<file path="src/rtl/flow_counter_rmw_ctrl.sv">
// flow_counter_rmw_ctrl: per-flow counter table controller. Port 1 zeroes the
// table during INIT and carries update reads during RUN. Port 2 carries update
// writebacks and host reads/clears. A single-entry writeback register covers
// the one-cycle read-after-write hazard between the two ports.
module flow_counter_rmw_ctrl #(
  parameter int ADDR_BITS   = 8,
  parameter int CNT_WIDTH   = 32,
  parameter int DELTA_WIDTH = 16
) (
  input  logic                   clk,
  input  logic                   rst,
  input  logic                   upd_valid,
  output logic                   upd_ready,
  input  logic [ADDR_BITS-1:0]   upd_addr,
  input  logic [DELTA_WIDTH-1:0] upd_delta,
  input  logic                   rd_valid,
  output logic                   rd_ready,
  input  logic [ADDR_BITS-1:0]   rd_addr,
  input  logic                   rd_clear,
  output logic                   rd_resp_valid,
  output logic [CNT_WIDTH-1:0]   rd_resp_data,
  output logic                   init_busy,
  output logic                   bram_en1,
  output logic                   bram_we1,
  output logic [ADDR_BITS-1:0]   bram_addr1,
  output logic [CNT_WIDTH-1:0]   bram_din1,
  input  logic [CNT_WIDTH-1:0]   bram_dout1,
  output logic                   bram_en2,
  output logic                   bram_we2,
  output logic [ADDR_BITS-1:0]   bram_addr2,
  output logic [CNT_WIDTH-1:0]   bram_din2,
  input  logic [CNT_WIDTH-1:0]   bram_dout2
);

  localparam logic [0:0] ST_INIT = 1'b0;
  localparam logic [0:0] ST_RUN  = 1'b1;
  localparam logic [ADDR_BITS-1:0] LAST_IDX = {ADDR_BITS{1'b1}};
  localparam logic [CNT_WIDTH-1:0] CNT_MAX  = {CNT_WIDTH{1'b1}};

  logic [0:0]             state_q, state_d;
  logic [ADDR_BITS-1:0]   idx_q, idx_d;
  logic                   s1_valid_q, s1_valid_d;
  logic [ADDR_BITS-1:0]   s1_addr_q, s1_addr_d;
  logic [DELTA_WIDTH-1:0] s1_delta_q, s1_delta_d;
  logic                   wb_valid_q, wb_valid_d;
  logic [ADDR_BITS-1:0]   wb_addr_q, wb_addr_d;
  logic [CNT_WIDTH-1:0]   wb_data_q, wb_data_d;
  logic                   resp_valid_q, resp_valid_d;
  logic [CNT_WIDTH-1:0]   resp_data_q, resp_data_d;

  logic                   run, upd_fire, rd_fire, wb_go;
  logic [CNT_WIDTH-1:0]   old_val, upd_result;
  logic [CNT_WIDTH:0]     sum;

  // Handshakes: a pending writeback owns port 2, so a host read waits for a
  // bubble, and an update yields one cycle to let that bubble happen.
  always_comb begin
    run       = !rst && (state_q == ST_RUN);
    rd_ready  = run && !s1_valid_q;
    upd_ready = run && !(rd_valid && s1_valid_q);
    init_busy = rst || (state_q == ST_INIT);
    upd_fire  = upd_valid && upd_ready;
    rd_fire   = rd_valid && rd_ready;
    wb_go     = !rst && s1_valid_q;
  end

  // Stage 1 accumulate: forward last cycle's port-2 write, then saturate.
  always_comb begin
    old_val    = (wb_valid_q && (wb_addr_q == s1_addr_q)) ? wb_data_q : bram_dout1;
    sum        = {1'b0, old_val} +
                 {{(CNT_WIDTH + 1 - DELTA_WIDTH){1'b0}}, s1_delta_q};
    upd_result = sum[CNT_WIDTH] ? CNT_MAX : sum[CNT_WIDTH-1:0];
  end

  // Port 1: zero-fill during INIT, update read during RUN.
  always_comb begin
    bram_en1   = 1'b0;
    bram_we1   = 1'b0;
    bram_addr1 = '0;
    bram_din1  = '0;
    if (!rst && state_q == ST_INIT) begin
      bram_en1   = 1'b1;
      bram_we1   = 1'b1;
      bram_addr1 = idx_q;
    end else if (upd_fire) begin
      bram_en1   = 1'b1;
      bram_addr1 = upd_addr;
    end
  end

  // Port 2: writeback has priority; host read/clear only in a free cycle.
  always_comb begin
    bram_en2   = 1'b0;
    bram_we2   = 1'b0;
    bram_addr2 = '0;
    bram_din2  = '0;
    if (wb_go) begin
      bram_en2   = 1'b1;
      bram_we2   = 1'b1;
      bram_addr2 = s1_addr_q;
      bram_din2  = upd_result;
    end else if (rd_fire) begin
      bram_en2   = 1'b1;
      bram_we2   = rd_clear;
      bram_addr2 = rd_addr;
    end
  end

  // Response: live BRAM data on the pulse cycle, held copy afterwards.
  always_comb begin
    rd_resp_valid = resp_valid_q;
    rd_resp_data  = resp_valid_q ? bram_dout2 : resp_data_q;
  end

  // Next-state: FSM, init index, stage-1 pipeline, writeback register.
  always_comb begin
    state_d      = state_q;
    idx_d        = idx_q;
    if (state_q == ST_INIT) begin
      idx_d = idx_q + 1'b1;
      if (idx_q == LAST_IDX) state_d = ST_RUN;
    end
    s1_valid_d   = upd_fire;
    s1_addr_d    = upd_fire ? upd_addr  : s1_addr_q;
    s1_delta_d   = upd_fire ? upd_delta : s1_delta_q;
    wb_valid_d   = bram_en2 && bram_we2;
    wb_addr_d    = bram_addr2;
    wb_data_d    = bram_din2;
    resp_valid_d = rd_fire;
    resp_data_d  = rd_resp_data;
  end

  // State registers with synchronous reset.
  always_ff @(posedge clk) begin
    if (rst) begin
      state_q      <= ST_INIT;
      idx_q        <= '0;
      s1_valid_q   <= 1'b0;
      s1_addr_q    <= '0;
      s1_delta_q   <= '0;
      wb_valid_q   <= 1'b0;
      wb_addr_q    <= '0;
      wb_data_q    <= '0;
      resp_valid_q <= 1'b0;
      resp_data_q  <= '0;
    end else begin
      state_q      <= state_d;
      idx_q        <= idx_d;
      s1_valid_q   <= s1_valid_d;
      s1_addr_q    <= s1_addr_d;
      s1_delta_q   <= s1_delta_d;
      wb_valid_q   <= wb_valid_d;
      wb_addr_q    <= wb_addr_d;
      wb_data_q    <= wb_data_d;
      resp_valid_q <= resp_valid_d;
      resp_data_q  <= resp_data_d;
    end
  end

endmodule

</file>
<file path="config.mk">
export PLATFORM = sky130hd
export DESIGN_NAME = flow_counter_rmw_ctrl
export DESIGN_NICKNAME = d
export VERILOG_FILES = /design/src/rtl/flow_counter_rmw_ctrl.sv
export SDC_FILE = /design/constraint.sdc
export NUM_CORES = 1
export LEC_CHECK = 0
export BUFFER_PORTS_ARGS = -buffer_cell sky130_fd_sc_hd__buf_4
export CORE_MARGIN = 2
export CORE_UTILIZATION = 50
export DETAILED_ROUTE_END_ITERATION = 12
export PLACE_DENSITY_LB_ADDON = 0.3
export SYNTH_ARGS = -nofsm -noshare
export SYNTH_HDL_FRONTEND = slang
export SYNTH_SLANG_ARGS = --single-unit
</file>
<file path="constraint.sdc">
create_clock -name clk -period 13.9 [get_ports clk]
set_input_delay 2.085 -clock clk [delete_from_list [all_inputs] [get_ports clk]]
set_output_delay 2.085 -clock clk [all_outputs]
set_load 0.01 [all_outputs]
</file>
==> impl_metrics.toml <==
[setup_path]
critPathMaxStageDelay_ps = 620
crit_arrival_ps = 5670
r2r.worst_path.cells = 16
endpoint_kind = "output port"
crit_path_cell_trace = "buf_4 > mux2_2 > ha_1 > inv_1 > fa_1 > nor2b_1 > o31a_1 > o21ai_1 > a21oi_1 > nand3_1 > buf_4 > o211ai_1 > o311a_1 > buf_4"
critical_path_class = "in -> out"
cp_slowest_cell = "a21oi_1"
r2r-start = "s1_addr_q[6]"
critPathLaunchType = "input port"
cp_top_family = "compound AO/OA/AOI/OAI gates"
cp_max_fo = 40
reg2reg_to = "wb_data_q[14]"
critical_path_buf_inv_count = 4
crit_required_ps = 11810
reg2reg_slack_ps = 8810
crit_top_cell = "buf_4"

[detailed_routing]
vias_per_cell = 5.53
antenna_left = 0
avgRoutedWirePerCell_um = 16.2
drt_first_pass_iters = 5
routed_wl_mm = 16.5
vias = 5632
drtIter0Drc = 394
drc = 0

[min_path]
hold_end = "s1_delta_q[10]"
hp-start = "s1_delta_q[10]"
hp-class = "reg -> reg"
min_path_cells = 2

[place]
port_buffers = 188
dpl.hpwl_mm = 12.2
dp.cells = 1004
placed_area_sq_um = 7430
place_congestion = 0.943

[cts]
insertion_delay_ps = 350
cts.sinks = 108
ctsResizeCount = 0
cts_root_buf = "clkbuf_16"
cts_setup_buffers = 0
hold_buffers = 0
clk_path_buf_depth = 2
cts_tree = "done"
clkTransAtPathRegs_ps = 70
cts_max_level = 3
cts_buffers = 9

[sta]
hold_violations = 0
setup_viol = 0
tns_ps = 0
fmax_mhz = 129
report.final.slew_viol_count = 0
worstMarginPinSlew_ps = 1190
period_share = 0.558
min_period_ps = 7750
rsz0062_at_grt = "no"
worst_clock_skew_ps = 8.18
slew_headroom = 0.204
holdWs_ps = 469

[floorplan]
core_sq_um = 11900
rows = 40
die_w_um = 114
start_util = 0.508
dieArea_sq_um = 13000
pin_count = 221
die_h_um = 114

[pwr]
power.density_nw_per_um2 = 80.4
ir_drop_uv = 65.7
leakagePower_nw = 3.40

[global_route]
grt_pass1_wl_mm = 26.0
grt_pass1_vias = 5431
antenna_found_initial = 0
grt_overflow = 0
grt_max_degree = 71
track_usage = 0.250

[cells_and_area]
finalNonFillerCells = 1019
final_nets = 987
drive_gt1_frac = 0.317
fin_area_sq_um = 7720
area_delta_synth_final_pct = 27.5
diodes = 0

[yosys]
syn-instance-count = 702
synth_top_flop_cell = "dfxtp_1"
yosysSeqAreaShare = 0.357
syn-cell-area_sq_um = 6060
ys_ff_latch = 108
ys_types = 57
synth_edf_count = 0
async_flop_share = 0
avgSynthCellArea_sq_um = 8.63
yosys_warnings = 0

[run_status]
status = "finished, final reports clean"

[flow_run]
maxCapViolations = 0
[layout make-up]
cell class              instances  area, sq um
clock inverters                 5         60.1
inverters                      12         45.0
flip-flops and latches        108         2160
clock buffers                  10          229
repair buffers                193         1450
fillers                      1014         4190
well taps                     147          184
multi-input cells             544         3590
[flip-flops by register name, summed over array words and instances (netlist names)]
| register | count |
|---|---|
| state_q | 1 |
| idx_q | 8 |
| wb_addr_q | 8 |
| rd_resp_valid | 1 |
| s1_addr_q | 8 |
| resp_data_q | 32 |
| wb_valid_q | 1 |
| s1_delta_q | 16 |
| s1_valid_q | 1 |
| wb_data_q | 32 |
[layer usage]
metal | wire (um) | share of wire | up-vias | global-route usage
li1 | - | - | 2754 | -
met1 | 7280 | 0.44 | 2624 | 0.321
met2 | 7860 | 0.48 | 226 | 0.419
met3 | 977 | 0.059 | 28 | 0.0408
met4 | 358 | 0.022 | 0 | 0.100
met5 | 0 | 0 | - | 0
[power breakdown]
part	internal (mW)	switching (mW)	total (mW)
logic	0.0284	0.0261	0.0545
clock network	0.140	0.115	0.255
registers	0.310	0.000945	0.311
total	0.478	0.142	0.621
[layout by cell type, fill, tap and decap left out, types with 6 or more instances in the layout]
| cell | count |
|---|---|
| mux2_2 | 56 |
| xor2_1 | 15 |
| buf_4 | 193 |
| clkbuf_16 | 9 |
| dfxtp_1 | 108 |
| mux2i_1 | 18 |
| nor2_1 | 22 |
| a31oi_1 | 7 |
| conb_1 | 32 |
| nor3_1 | 7 |
| o21ai_0 | 13 |
| nand3_1 | 16 |
| a22o_1 | 16 |
| a21oi_1 | 89 |
| a211oi_1 | 7 |
| ha_1 | 17 |
| xnor2_1 | 18 |
| and3_1 | 8 |
| inv_1 | 11 |
| nand4_1 | 6 |
| a21o_1 | 6 |
| nor2b_1 | 36 |
| nand2_1 | 96 |
[cell families after synthesis]
kind of cell               synth area share
AOI/OAI and AO/OA                     0.173
xor gates and xnor gates             0.0477
adders and majority gates            0.0384
buffers and inverters                0.0707
DFF                                   0.357
muxes                                 0.134
other                              0.000619
and+or+nand+nor                       0.179
[worst max path at each step]
stage,endpoint,depth (start not counted),from
detailed placement,bram_din2[14],14,bram_dout1[0]
global route,bram_din2[14],14,bram_dout1[0]
global placement,bram_din2[14],14,bram_dout1[0]
floorplan,bram_din2[26],12,bram_dout1[0]
CTS,bram_din2[14],14,bram_dout1[0]
finish,bram_din2[14],14,bram_dout1[0]
[synthesized netlist by cell type, types with 2 or more instances]
| master | n | area share |
|---|---|---|
| and3_1 | 8 | 0.0083 |
| inv_1 | 11 | 0.0068 |
| a31o_2 | 2 | 0.0029 |
| mux2_2 | 56 | 0.10 |
| nor3_1 | 7 | 0.0058 |
| o21a_1 | 3 | 0.0037 |
| or3_1 | 2 | 0.0021 |
| nand3_1 | 16 | 0.013 |
| or2_2 | 4 | 0.0041 |
| a21boi_0 | 4 | 0.0050 |
| dfxtp_1 | 108 | 0.36 |
| xor2_1 | 15 | 0.022 |
| o21ai_1 | 2 | 0.0017 |
| nand2_1 | 96 | 0.060 |
| nor2b_1 | 36 | 0.037 |
| buf_2 | 3 | 0.0025 |
| a21o_1 | 6 | 0.0074 |
| o211ai_1 | 3 | 0.0037 |
| o21ai_0 | 13 | 0.011 |
| nor2_1 | 22 | 0.014 |
| ha_1 | 17 | 0.035 |
| a31oi_1 | 7 | 0.0072 |
| mux2i_1 | 18 | 0.030 |
| a41oi_1 | 2 | 0.0029 |
| clkbuf_1 | 29 | 0.018 |
| a211oi_1 | 7 | 0.0087 |
| o311a_1 | 4 | 0.0066 |
| a22o_1 | 16 | 0.023 |
| buf_4 | 32 | 0.040 |
| o31ai_1 | 3 | 0.0037 |
| buf_1 | 5 | 0.0031 |
| nand4_1 | 6 | 0.0062 |
| xnor2_1 | 18 | 0.026 |
| and4_1 | 5 | 0.0072 |
| a221oi_1 | 2 | 0.0029 |
| nand2b_1 | 5 | 0.0052 |
| a21oi_1 | 89 | 0.074 |
[per-stage QoR]
stage	util	worst slack, ps	power [mW]
3_5_place_dp	0.624	6260	0.372
3_3_place_gp	0.624	6400	0.370
2_1_floorplan	-	7420	0.349
4_1_cts	0.648	6240	0.626
6_report	0.648	6150	0.621
5_1_grt	0.648	5800	0.642
[worst min-delay path, delay by kind of cell (launching register included)]
family / cells / cell delay [ps]
compound gates: 1 / 50
simple gates: 1 / 60
flops: 1 / 310
Note: power is estimated with default switching activity, not from simulation.
